$ cat src/rtl/arc_debug_scanner.sv
// Host-side debug-port scanner: walks every register index, then every pipeline
// stage (pc and ir), then the custom word, and streams each capture over valid/ready.
module arc_debug_scanner #(
  parameter int SETTLE_CYCLES = 2,
  parameter int NUM_REGS      = 32,
  parameter int NUM_STAGES    = 5
) (
  input  logic        clk,
  input  logic        aresetn,
  input  logic        start,
  output logic        busy,
  output logic        done,
  output logic [31:0] chip_debug_in,
  input  logic [31:0] chip_debug_out0,
  input  logic [31:0] chip_debug_out1,
  input  logic [31:0] chip_debug_out2,
  input  logic [31:0] chip_debug_out3,
  output logic        out_valid,
  input  logic        out_ready,
  output logic [31:0] out_data,
  output logic [7:0]  out_tag
);

  // Word 42 (the custom word) is the last one of a scan.
  localparam logic [5:0] FIRST_STG = 6'(NUM_REGS);
  localparam logic [5:0] LAST_IDX  = 6'(NUM_REGS + 2 * NUM_STAGES);
  localparam logic [3:0] CNT_LOAD  = 4'(SETTLE_CYCLES - 1);
  localparam logic [2:0] LAST_STG  = 3'(NUM_STAGES - 1);

  typedef enum logic [1:0] {IDLE, SETTLE, EMIT, DONE} state_e;

  typedef struct packed {
    logic [7:0]  tag;
    logic [31:0] data;
  } word_t;

  state_e      state_q, state_d;
  logic [5:0]  idx_q, idx_d;
  logic [2:0]  stage_q, stage_d;
  logic        fld_q, fld_d;
  logic [3:0]  cnt_q, cnt_d;
  word_t       word_q, word_d;

  logic        is_reg, is_custom, hs, last;
  logic [31:0] sel;
  word_t       cap;

  assign is_reg    = (idx_q < FIRST_STG);
  assign is_custom = (idx_q == LAST_IDX);
  assign hs        = (state_q == EMIT) && out_ready;
  assign last      = is_custom;

  // Selection and capture for the current word index.
  always_comb begin
    sel      = 32'd0;
    cap.tag  = 8'hFF;
    cap.data = chip_debug_out3;
    if (is_reg) begin
      sel      = {24'd0, 3'd0, idx_q[4:0]};
      cap.tag  = {2'b00, idx_q};
      cap.data = chip_debug_out0;
    end else if (!is_custom) begin
      sel      = {24'd0, stage_q, 5'd0};
      cap.tag  = {4'b1000, stage_q, fld_q};
      cap.data = fld_q ? chip_debug_out2 : chip_debug_out1;
    end
  end

  always_ff @(posedge clk or negedge aresetn) begin
    if (!aresetn) state_q <= IDLE;
    else          state_q <= state_d;
  end

  always_comb begin
    state_d = state_q;
    unique case (state_q)
      IDLE:    if (start) state_d = SETTLE;
      SETTLE:  if (cnt_q == 4'd0) state_d = EMIT;
      EMIT:    if (hs) state_d = last ? DONE : SETTLE;
      DONE:    state_d = IDLE;
      default: state_d = IDLE;
    endcase
  end

  always_comb begin
    busy          = (state_q == SETTLE) || (state_q == EMIT);
    done          = (state_q == DONE);
    out_valid     = (state_q == EMIT);
    chip_debug_in = busy ? sel : 32'd0;
  end

  // Word/stage/field counters, settle timer and capture register.
  always_comb begin
    idx_d   = idx_q;
    stage_d = stage_q;
    fld_d   = fld_q;
    cnt_d   = cnt_q;
    word_d  = word_q;
    unique case (state_q)
      IDLE: if (start) begin
        idx_d   = 6'd0;
        stage_d = 3'd0;
        fld_d   = 1'b0;
        cnt_d   = CNT_LOAD;
      end
      SETTLE: begin
        if (cnt_q == 4'd0) word_d = cap;
        else               cnt_d  = cnt_q - 4'd1;
      end
      EMIT: if (hs && !last) begin
        idx_d = idx_q + 6'd1;
        cnt_d = CNT_LOAD;
        // Stage/field advance only between two stage words; stays at the last stage.
        if (!is_reg && (idx_q != LAST_IDX - 6'd1)) begin
          fld_d = ~fld_q;
          if (fld_q && stage_q != LAST_STG) stage_d = stage_q + 3'd1;
        end
      end
      default: ;
    endcase
  end

  always_ff @(posedge clk or negedge aresetn) begin
    if (!aresetn) begin
      idx_q   <= 6'd0;
      stage_q <= 3'd0;
      fld_q   <= 1'b0;
      cnt_q   <= 4'd0;
      word_q  <= '0;
    end else begin
      idx_q   <= idx_d;
      stage_q <= stage_d;
      fld_q   <= fld_d;
      cnt_q   <= cnt_d;
      word_q  <= word_d;
    end
  end

  assign out_data = word_q.data;
  assign out_tag  = word_q.tag;

endmodule

$ cat config.mk
export PLATFORM = sky130hd
export DESIGN_NAME = arc_debug_scanner
export DESIGN_NICKNAME = d
export VERILOG_FILES = /design/src/rtl/arc_debug_scanner.sv
export SDC_FILE = /design/constraint.sdc
export NUM_CORES = 1
export LEC_CHECK = 0
export ABC_AREA = 1
export BUFFER_PORTS_ARGS = -buffer_cell sky130_fd_sc_hd__buf_2
export CAP_MARGIN = 5
export CORE_MARGIN = 2
export CORE_UTILIZATION = 41
export CTS_CLUSTER_DIAMETER = 30
export DETAILED_ROUTE_END_ITERATION = 8
export PLACE_DENSITY = 0.75
export SLEW_MARGIN = 20
export SYNTH_ARGS = -nofsm -noshare
export SYNTH_HDL_FRONTEND = slang
export SYNTH_SLANG_ARGS = --single-unit
$ cat constraint.sdc
create_clock -name clk -period 1.68 [get_ports clk]
set_clock_uncertainty 0.2 [all_clocks]
set_input_delay 0.168 -clock clk [delete_from_list [all_inputs] [get_ports clk]]
set_output_delay 0.168 -clock clk [all_outputs]
set_load 0.1 [all_outputs]
==> summary.md, run 1 <==
| Metric | Value |
|---|---|
| Headroom to the max-slew limit | `0.652` |
| Syn Area/Cell | `7.88 sq um` |
| Placed cell count | `760` |
| Die Span Y | `98.4 microns` |
| First-pass GRT wire length | `24.3 mm` |
| Total count of hold-check failures in the final report | `0` |
| Final standard cell count with taps included and fillers excluded | `about 870` |
| Combinational fraction of design power | `0.744` |
| Number of setup violations in the final report | `64` |
| Family with the most delay on the worst path | `buffers and inverters` |
| Number of max-slew violations in the final report | `0` |
| Area share of the leading cell type in the synthesized netlist | `0.377` |
| Number of cells traversed by the worst register-to-register path | `10` |
| Antenna cells | `0` |
| Area of the die | `9690 sq um` |
| Number of flops mapped to enable cells by yosys | `0` |
| Clock latency on the worst-skew pair | `about 0.31 ns` |
| Worst Max-Slew Pin Slew | `about 0.53 ns` |
| Number of design-rule violations left by the first detailed-router iteration | `330` |
| Maximum buffer depth of the clock tree | `2` |
| Worst IR Drop VDD | `0.00156 V` |
| Number of I/O port buffers | `approximately 180` |
| Pint | `0.00539 W` |
| Detailed-route via count | `4845` |
| Worst setup path end | `out_data[11]$_DFFE_PN0N_` |
| Standard-cell row count | `34` |
| Unique masters post-synth | `30` |
| Master of the slowest instance on the critical path | `sky130_fd_sc_hd__dfrtp_1` |
| Lkg Pwr | `roughly 3.4 nW` |
| Leading post-synthesis cells by cell area | `sky130_fd_sc_hd__dfrtp_1 38%, sky130_fd_sc_hd__nand2_1 9.9%, sky130_fd_sc_hd__nor2_1 6.9%, sky130_fd_sc_hd__a22oi_1 6.6%, sky130_fd_sc_hd__o211ai_2 6.2%` |
| Post-place setup slack | `-0.171 ns` |
| Maximum cell stage delay along the critical path | `just over 0.4 ns` |
| Power density over the cells | `between 1500 and 2000 nW/um^2` |
| Violations in the final reports | `negative setup slack` |
| RSZ-0062 raised after global routing | `yes` |
| Post-detailed-route wirelength per cell | `around 19 microns` |
| DRC errors left | `0` |
| Top cell by count, worst path | `sky130_fd_sc_hd__buf_6` |
| Required @ worst endpoint | `approximately 1.7 ns` |
| Type of origin of the critical path | `flip-flop` |
| Share of total power in sequential cells | `0.177` |
| Crit Path Category | `flip-flop to flip-flop` |
| Final critical path time including I/O delays and setup | `2.02 ns` |
| Worst Hold Margin | `between 0.03 and 0.04 ns` |
| Post-layout worst setup margin | `-0.343 ns` |
| Growth of design area from synthesis to finish | `83.5%` |
| Aggregate routed wire length | `16.7 mm` |
| Most frequent cell after synthesis | `sky130_fd_sc_hd__nand2_1` |
| Power share of the clock group | `0.079` |
| Vias in the first global route | `4962` |
| Post-synthesis async set-or-reset flop share | `1.00` |
| Total of flip-flops plus latches after synthesis | `55` |
| Crit Path Max Fanout | `16` |
| Leading post-synthesis cells by instance count | `96 x sky130_fd_sc_hd__nand2_1, 67 x sky130_fd_sc_hd__nor2_1, 55 x sky130_fd_sc_hd__dfrtp_1` |
| GR Overflow Total | `0` |
| Overall global routing resource usage | `0.314` |
| CTS root buf | `sky130_fd_sc_hd__clkbuf_8` |
| Initial core utilization | `0.421` |
| Post-Syn Instances | `approximately 460` |
| Clock Sinks | `between 50 and 60` |
| CTS tree | `yes` |
| Number of max-cap violations | `0` |
| First-pass DRT Iterations | `7` |
| Crit path DAT | `roughly 2.1 ns` |
| Post-synthesis cell type with the largest combined area | `sky130_fd_sc_hd__dfrtp_1` |
| Worst reg-to-reg setup slack | `-0.34 ns` |
| Number of antenna violations at the first check in global routing | `0` |
| Clock buffer count from CTS | `5` |
| Destination of the worst register-to-register timing path | `out_data[11]$_DFFE_PN0N_` |
| Reg-to-reg startpoint | `state_q[1]$_DFFE_PN0P_` |
| Overall power of the completed layout | `around 0.013 W` |
| Net total in the final layout | `~900` |
| Synthesis Warnings | `0` |
| Crit path depth | `10` |
| Path category of the worst min-delay check | `input pin to flip-flop` |
| Post-CTS clock slew at the launch and capture registers of the worst setup and hold paths | `0.11 ns` |
| Synthesized cell area | `~3700 sq um` |
| Detailed placement HPWL | `just under 9 mm` |
| Element type at the critical path end | `flip-flop` |
| Depth of the CTS H-tree | `2` |
| Critical-path cell list | `inv_2, buf_6, ha_4, nand4_1, buf_6, nor2_4, buf_12, buf_16, o211ai_1, nand2_1` |
| Antenna violation net count after detailed routing | `0` |
| Count of boundary I/O pins | `between 200 and 250` |
| Highest clock frequency the design can meet | `between 400 and 500 MHz` |
| Post-Route Utilization | `0.773` |
| Area of the core | `approximately 8700 sq um` |
| Placer's final routability congestion estimate | `0.888` |
| Switching power summed over all nets | `just under 0.008 W` |
| Share of post-route cells with drive strength above 1 | `0.478` |
| Sw Ratio | `0.590` |
| Ratio of final minimum period to clock period | `1.20` |
| Status | `finished with violations` |
| Vias per cell | `5.59` |
| Portion of the post-synthesis area used by sequential elements | `0.377` |
| Leading register cell type out of synthesis | `sky130_fd_sc_hd__dfrtp_1` |
| Critical Path Start | `state_q[1]$_DFFE_PN0P_` |
| Die Width | `a little under 100 microns` |
| Worst Path Buf+Inv | `5` |
| Fillers | `between 500 and 600` |
| Maximum number of pins on one net before global-route repair | `56` |
==> metal layers <==
layer | up-vias | global-route usage | routed length, microns
met3 | 125 | 0.0716 | 1820
met2 | 409 | 0.570 | 8440
li1 | 2109 | - | -
met1 | 2202 | 0.334 | 5190
met5 | - | 0 | 0
met4 | 0 | 0.179 | 1260
==> per-stage QoR <==
stage	TNS [ns]	cell area, sq um
3_3_place_gp	-4.02	5040
5_1_grt	-17.72	6710
4_1_cts	-10.65	6470
6_report	-13.99	6710
2_1_floorplan	-10.12	3840
3_5_place_dp	-5.88	5040
==> flip-flops by register name, indices dropped and copies added, names as in the netlist <==
| name | count |
|---|---|
| out_data | 32 |
| state_q | 2 |
| fld_q | 1 |
| idx_q | 6 |
| out_tag | 7 |
| cnt_q | 4 |
| stage_q | 3 |
==> area by class of cell <==
| class | count | area, sq um | area share |
|---|---|---|---|
| Timing Repair Buffer | 314 | 2550 | 0.381 |
| Inverter | 33 | 149 | 0.0222 |
| Clock buffer | 6 | 72.6 | 0.0108 |
| Sequential cell | 55 | 1380 | 0.205 |
| Timing Repair inverter | 1 | 7.51 | 0.00112 |
| Clock inverter | 2 | 60.1 | 0.00896 |
| Multi-Input combinational cell | 348 | 2350 | 0.351 |
| Tap cell | 108 | 135 | 0.0202 |
==> power groups by stage <==
stage | sequential (W) | combinational, W | clock [W]
2_1_floorplan | 0.00536 | 0.00284 | 0
3_3_place_gp | 0.00223 | 0.00768 | 0
3_5_place_dp | 0.00225 | 0.00781 | 0
4_1_cts | 0.00226 | 0.00896 | 0.00104
5_1_grt | 0.00236 | 0.0102 | 0.00112
6_report | 0.00232 | 0.00978 | 0.00104
==> worst reg2reg max path: cells and delay by family, from the launching register on <==
family / cells / cell delay [ns]
flip-flops: 1 / 0.41
AND/OR/NAND/NOR: 3 / 0.41
AO/OA/AOI/OAI: 1 / 0.13
adder cells (fa/ha/maj): 1 / 0.12
buffers and inverters: 5 / 0.70
==> worst min-delay path by stage <==
stage	startpoint	endpoint	slack, ns	depth (start not counted)
floorplan	aresetn	cnt_q[0]$_DFFE_PN0P_	-0.33	0
global placement	aresetn	out_data[5]$_DFFE_PN0N_	-0.007	2
detailed placement	aresetn	out_data[5]$_DFFE_PN0N_	-0.01	2
CTS	chip_debug_out1[25]	out_data[25]$_DFFE_PN0N_	0.02	5
global route	chip_debug_out2[25]	out_data[25]$_DFFE_PN0N_	0.05	5
finish	chip_debug_out1[25]	out_data[25]$_DFFE_PN0N_	0.04	5
==> cells in the final DEF, fill, tap and decap left out, types with 4 or more instances in the layout <==
cell | netlist | final
sky130_fd_sc_hd__o21ai_0 | 40 | 25
sky130_fd_sc_hd__o21ai_1 | 0 | 12
sky130_fd_sc_hd__nand2_2 | 2 | 6
sky130_fd_sc_hd__a22oi_1 | 32 | 12
sky130_fd_sc_hd__nand2_1 | 96 | 82
sky130_fd_sc_hd__dlygate4sd3_1 | 0 | 65
sky130_fd_sc_hd__buf_12 | 0 | 19
sky130_fd_sc_hd__o211ai_2 | 18 | 18
sky130_fd_sc_hd__ha_1 | 12 | 5
sky130_fd_sc_hd__nor2_4 | 1 | 7
sky130_fd_sc_hd__o211ai_1 | 14 | 14
sky130_fd_sc_hd__a22oi_2 | 0 | 20
sky130_fd_sc_hd__nand3_1 | 18 | 14
sky130_fd_sc_hd__buf_2 | 13 | 171
sky130_fd_sc_hd__clkbuf_8 | 0 | 5
sky130_fd_sc_hd__o22ai_2 | 0 | 4
sky130_fd_sc_hd__ha_4 | 0 | 5
sky130_fd_sc_hd__nor2_1 | 67 | 58
sky130_fd_sc_hd__inv_1 | 28 | 19
sky130_fd_sc_hd__conb_1 | 1 | 24
sky130_fd_sc_hd__nand2_4 | 0 | 8
sky130_fd_sc_hd__inv_2 | 4 | 9
sky130_fd_sc_hd__buf_4 | 28 | 31
sky130_fd_sc_hd__buf_6 | 5 | 18
sky130_fd_sc_hd__buf_16 | 0 | 4
sky130_fd_sc_hd__nor2_2 | 3 | 6
sky130_fd_sc_hd__dfrtp_1 | 55 | 54
==> cells by family (layout without fill, tap and decap cells) <==
family / Yosys count / count (layout) / synth area share
fa+ha+maj: 12 / 12 / 0.0411
compound gates: 116 / 116 / 0.231
simple gates: 193 / 193 / 0.213
xor+xnor: 3 / 3 / 0.00719
flops: 55 / 55 / 0.377
other cells: 1 / 24 / 0.00103
buf+inv: 84 / 356 / 0.130
==> timing repair <==
action	4_1_cts	5_1_grt
gates resized for setup	93	54
endpoints found under the setup margin	63	65
buffers inserted	20	19
cloned	6	2
pin swaps	28	31
hold buffers	65	0
hold endpoints to repair	87	0
Power figures use the tool's default switching activity.
==> run 2: changes to the inputs <==
- CORE_MARGIN: 2 -> 4
- SKIP_LAST_GASP: default -> 1
==> summary.md, run 2 (same netlist as run 1, synthesis figures left out) <==
| Metric | Value |
|---|---|
| Status | `finished with violations` |
| Violations in the final reports | `negative setup slack` |
| Required @ worst endpoint | `1.67 ns (-0.07 ns)` |
| Fillers | `537 (+4.9%)` |
| Die Width | `102 microns (+4.1%)` |
| Number of cells traversed by the worst register-to-register path | `9 (-1)` |
| Placed cell area | `5120 sq um (+1.6%)` |
| Lkg Pwr | `3.34 nW (-1.3%)` |
| Type of origin of the critical path | `flip-flop` |
| Ratio of final minimum period to clock period | `1.21 (+0.00615)` |
| Number of max-slew violations in the final report | `0 (unchanged)` |
| DRC errors left | `0 (unchanged)` |
| Path category of the worst min-delay check | `input pin to flip-flop` |
| Number of setup violations in the final report | `63 (-1.6%)` |
| Post-CTS clock slew at the launch and capture registers of the worst setup and hold paths | `0.10 ns (about the same)` |
| RSZ-0062 raised after global routing | `yes` |
| Antenna cells | `0 (unchanged)` |
| First-pass GRT wire length | `23.3 mm (-4.3%)` |
| Share of post-route cells with drive strength above 1 | `0.462 (-0.0166)` |
| Crit Path Category | `flip-flop to flip-flop` |
| Detailed placement HPWL | `9.21 mm (+5.4%)` |
| Crit Path Max Fanout | `6 (-10)` |
| Most frequent cells in the layout | `171 x sky130_fd_sc_hd__buf_2, 79 x sky130_fd_sc_hd__nand2_1, 65 x sky130_fd_sc_hd__dlygate4sd3_1` |
| Post-place setup slack | `-0.171 ns (+0.000647 ns)` |
| Headroom to the max-slew limit | `0.648 (-0.00418)` |
| First-pass DRT Iterations | `5 (-2)` |
| Initial core utilization | `0.421 (unchanged)` |
| Cell area after layout | `6590 sq um (-1.8%)` |
| Crit path DAT | `2.02 ns (-0.06 ns)` |
| Clock latency on the worst-skew pair | `0.31 ns (about the same)` |
| Vias in the first global route | `4779 (-3.7%)` |
| Clock Sinks | `55 (unchanged)` |
| Growth of design area from synthesis to finish | `80.2%` |
| Switching power summed over all nets | `0.00745 W (-3.9%)` |
| Pint | `0.00495 W (-8.2%)` |
| Terminating pin of the worst hold path | `out_data[23]$_DFFE_PN0N_` |
| Aggregate routed wire length | `15.4 mm (-8.0%)` |
| Worst Max-Slew Pin Slew | `0.531 ns (+0.00632 ns)` |
| Worst reg-to-reg setup slack | `-0.35 ns (about the same)` |
| Maximum number of pins on one net before global-route repair | `56 (unchanged)` |
| CTS tree | `yes` |
| Number of I/O port buffers | `182 (unchanged)` |
| Number of design-rule violations left by the first detailed-router iteration | `200 (-39%)` |
| Clock buffer count from CTS | `5 (unchanged)` |
| Maximum buffer depth of the clock tree | `2 (unchanged)` |
| Vias per cell | `5.39 (-3.6%)` |
| Total count of hold-check failures in the final report | `0 (unchanged)` |
| Count of boundary I/O pins | `207 (unchanged)` |
| Antenna violation net count after detailed routing | `0 (unchanged)` |
| GR Overflow Total | `0 (unchanged)` |
| Number of max-cap violations | `0 (unchanged)` |
| Most common cell after layout, fill and taps aside | `sky130_fd_sc_hd__buf_2` |
| Number of antenna violations at the first check in global routing | `0 (unchanged)` |
| Standard-cell row count | `34 (unchanged)` |
| Highest clock frequency the design can meet | `492 MHz (-0.51%)` |
| Post-layout worst setup margin | `-0.353 ns (-0.0103 ns)` |
| Element type at the critical path end | `flip-flop` |
| Net total in the final layout | `899 (-0.33%)` |
| Flip-flop count of the largest register after layout | `32 (unchanged)` |
| Share of total power in sequential cells | `0.183 (+0.006)` |
| Power share of the clock group | `0.058 (-0.021)` |
| Combinational fraction of design power | `0.759 (+0.015)` |
| Area of the core | `8680 sq um (unchanged)` |
| Worst Hold Margin | `0.0283 ns (-0.00864 ns)` |
| Sw Ratio | `0.601 (+0.0110)` |
| CTS root buf | `sky130_fd_sc_hd__clkbuf_8` |
| Placer's final routability congestion estimate | `0.959 (+7.9%)` |
| Hold path startpoint | `chip_debug_out1[23]` |
| Power density over the cells | `1880 nW/um^2 (-4.0%)` |
| Reg-to-reg startpoint | `state_q[1]$_DFFE_PN0P_` |
| Worst hold stages | `5 (unchanged)` |
| Overall global routing resource usage | `0.285 (-0.0298)` |
| Detailed-route via count | `4656 (-3.9%)` |
| Area of the die | `10500 sq um (+8.3%)` |
| Depth of the CTS H-tree | `2 (unchanged)` |
| Die Span Y | `102 microns (+4.1%)` |
| Worst IR Drop VDD | `0.00228 V (+46%)` |
| Final critical path time including I/O delays and setup | `2.03 ns (+0.0103 ns)` |
| Destination of the worst register-to-register timing path | `out_data[10]$_DFFE_PN0N_` |
| Post-detailed-route wirelength per cell | `17.8 microns (-7.6%)` |
## run 2: cell type report
cell class                 instances  area [sq um]  area share
clock buffer                       5          68.8      0.0104
tap                              108           135      0.0205
timing repair inverter             1          7.51     0.00114
multi-input combinational        348          2300       0.349
timing repair buffer             311          2540       0.386
clock inverter                     3          15.0     0.00228
sequential                        55          1380       0.209
inverter                          33           141      0.0215
## run 2: metrics by stage
stage          instances  setup TNS [ns]  utilization  power, W
5_1_grt              864          -19.75        0.759    0.0130
3_3_place_gp         769           -2.97        0.590    0.0100
6_report             864          -14.32        0.759    0.0124
4_1_cts              861          -11.24        0.739    0.0118
2_1_floorplan        487          -10.12            -   0.00820
3_5_place_dp         769           -6.07        0.590    0.0102
## run 2: what timing repair did
item | 4_1_cts | 5_1_grt
setup endpoints to repair | 64 | 66
hold buffers | 65 | 0
hold endpoints to repair | 87 | 0
gates resized for setup | 65 | 45
buffers inserted | 13 | 7
cloned | 6 | 0
pin swaps | 31 | 24
## run 2: worst max-delay path by stage
stage               cells past startpoint                    from  slack (ns)                  endpoint
floorplan                               4  state_q[0]$_DFFE_PN0P_       -0.67          chip_debug_in[0]
global placement                        8    cnt_q[0]$_DFFE_PN0P_       -0.11    out_tag[0]$_DFFE_PN0N_
detailed placement                      8    cnt_q[0]$_DFFE_PN0P_       -0.17    out_tag[2]$_DFFE_PN0N_
CTS                                     6  state_q[1]$_DFFE_PN0P_       -0.36          chip_debug_in[4]
global route                            6  state_q[1]$_DFFE_PN0P_       -0.45          chip_debug_in[4]
finish                                  9  state_q[1]$_DFFE_PN0P_       -0.35  out_data[10]$_DFFE_PN0N_
## run 2: power by group through the flow
stage | registers [W] | clock network [W] | logic [W]
2_1_floorplan | 0.00536 | 0 | 0.00284
6_report | 0.00227 | 0.000716 | 0.00942
3_3_place_gp | 0.00222 | 0 | 0.00782
4_1_cts | 0.00223 | 0.000747 | 0.00880
5_1_grt | 0.00232 | 0.000795 | 0.00986
3_5_place_dp | 0.00223 | 0 | 0.00796
## run 2: worst max-delay path, cell delays in order, from the launching register on
cell and delay (ns):
sky130_fd_sc_hd__dfrtp_1 0.41, sky130_fd_sc_hd__inv_2 0.08, sky130_fd_sc_hd__buf_4 0.11, sky130_fd_sc_hd__ha_4 0.12
sky130_fd_sc_hd__nand4_1 0.14, sky130_fd_sc_hd__buf_4 0.19, sky130_fd_sc_hd__buf_8 0.12, sky130_fd_sc_hd__bufbuf_16 0.26
sky130_fd_sc_hd__a22oi_2 0.20, sky130_fd_sc_hd__nand2_2 0.09
## run 2: routing by layer
metal | share of wire | track usage | vias to the layer above | wire length, microns
met5 | 0 | 0 | - | 0
met4 | 0.052 | 0.154 | 0 | 805
met3 | 0.093 | 0.0737 | 77 | 1420
met2 | 0.52 | 0.502 | 304 | 8050
met1 | 0.33 | 0.311 | 2177 | 5100
li1 | - | - | 2098 | -
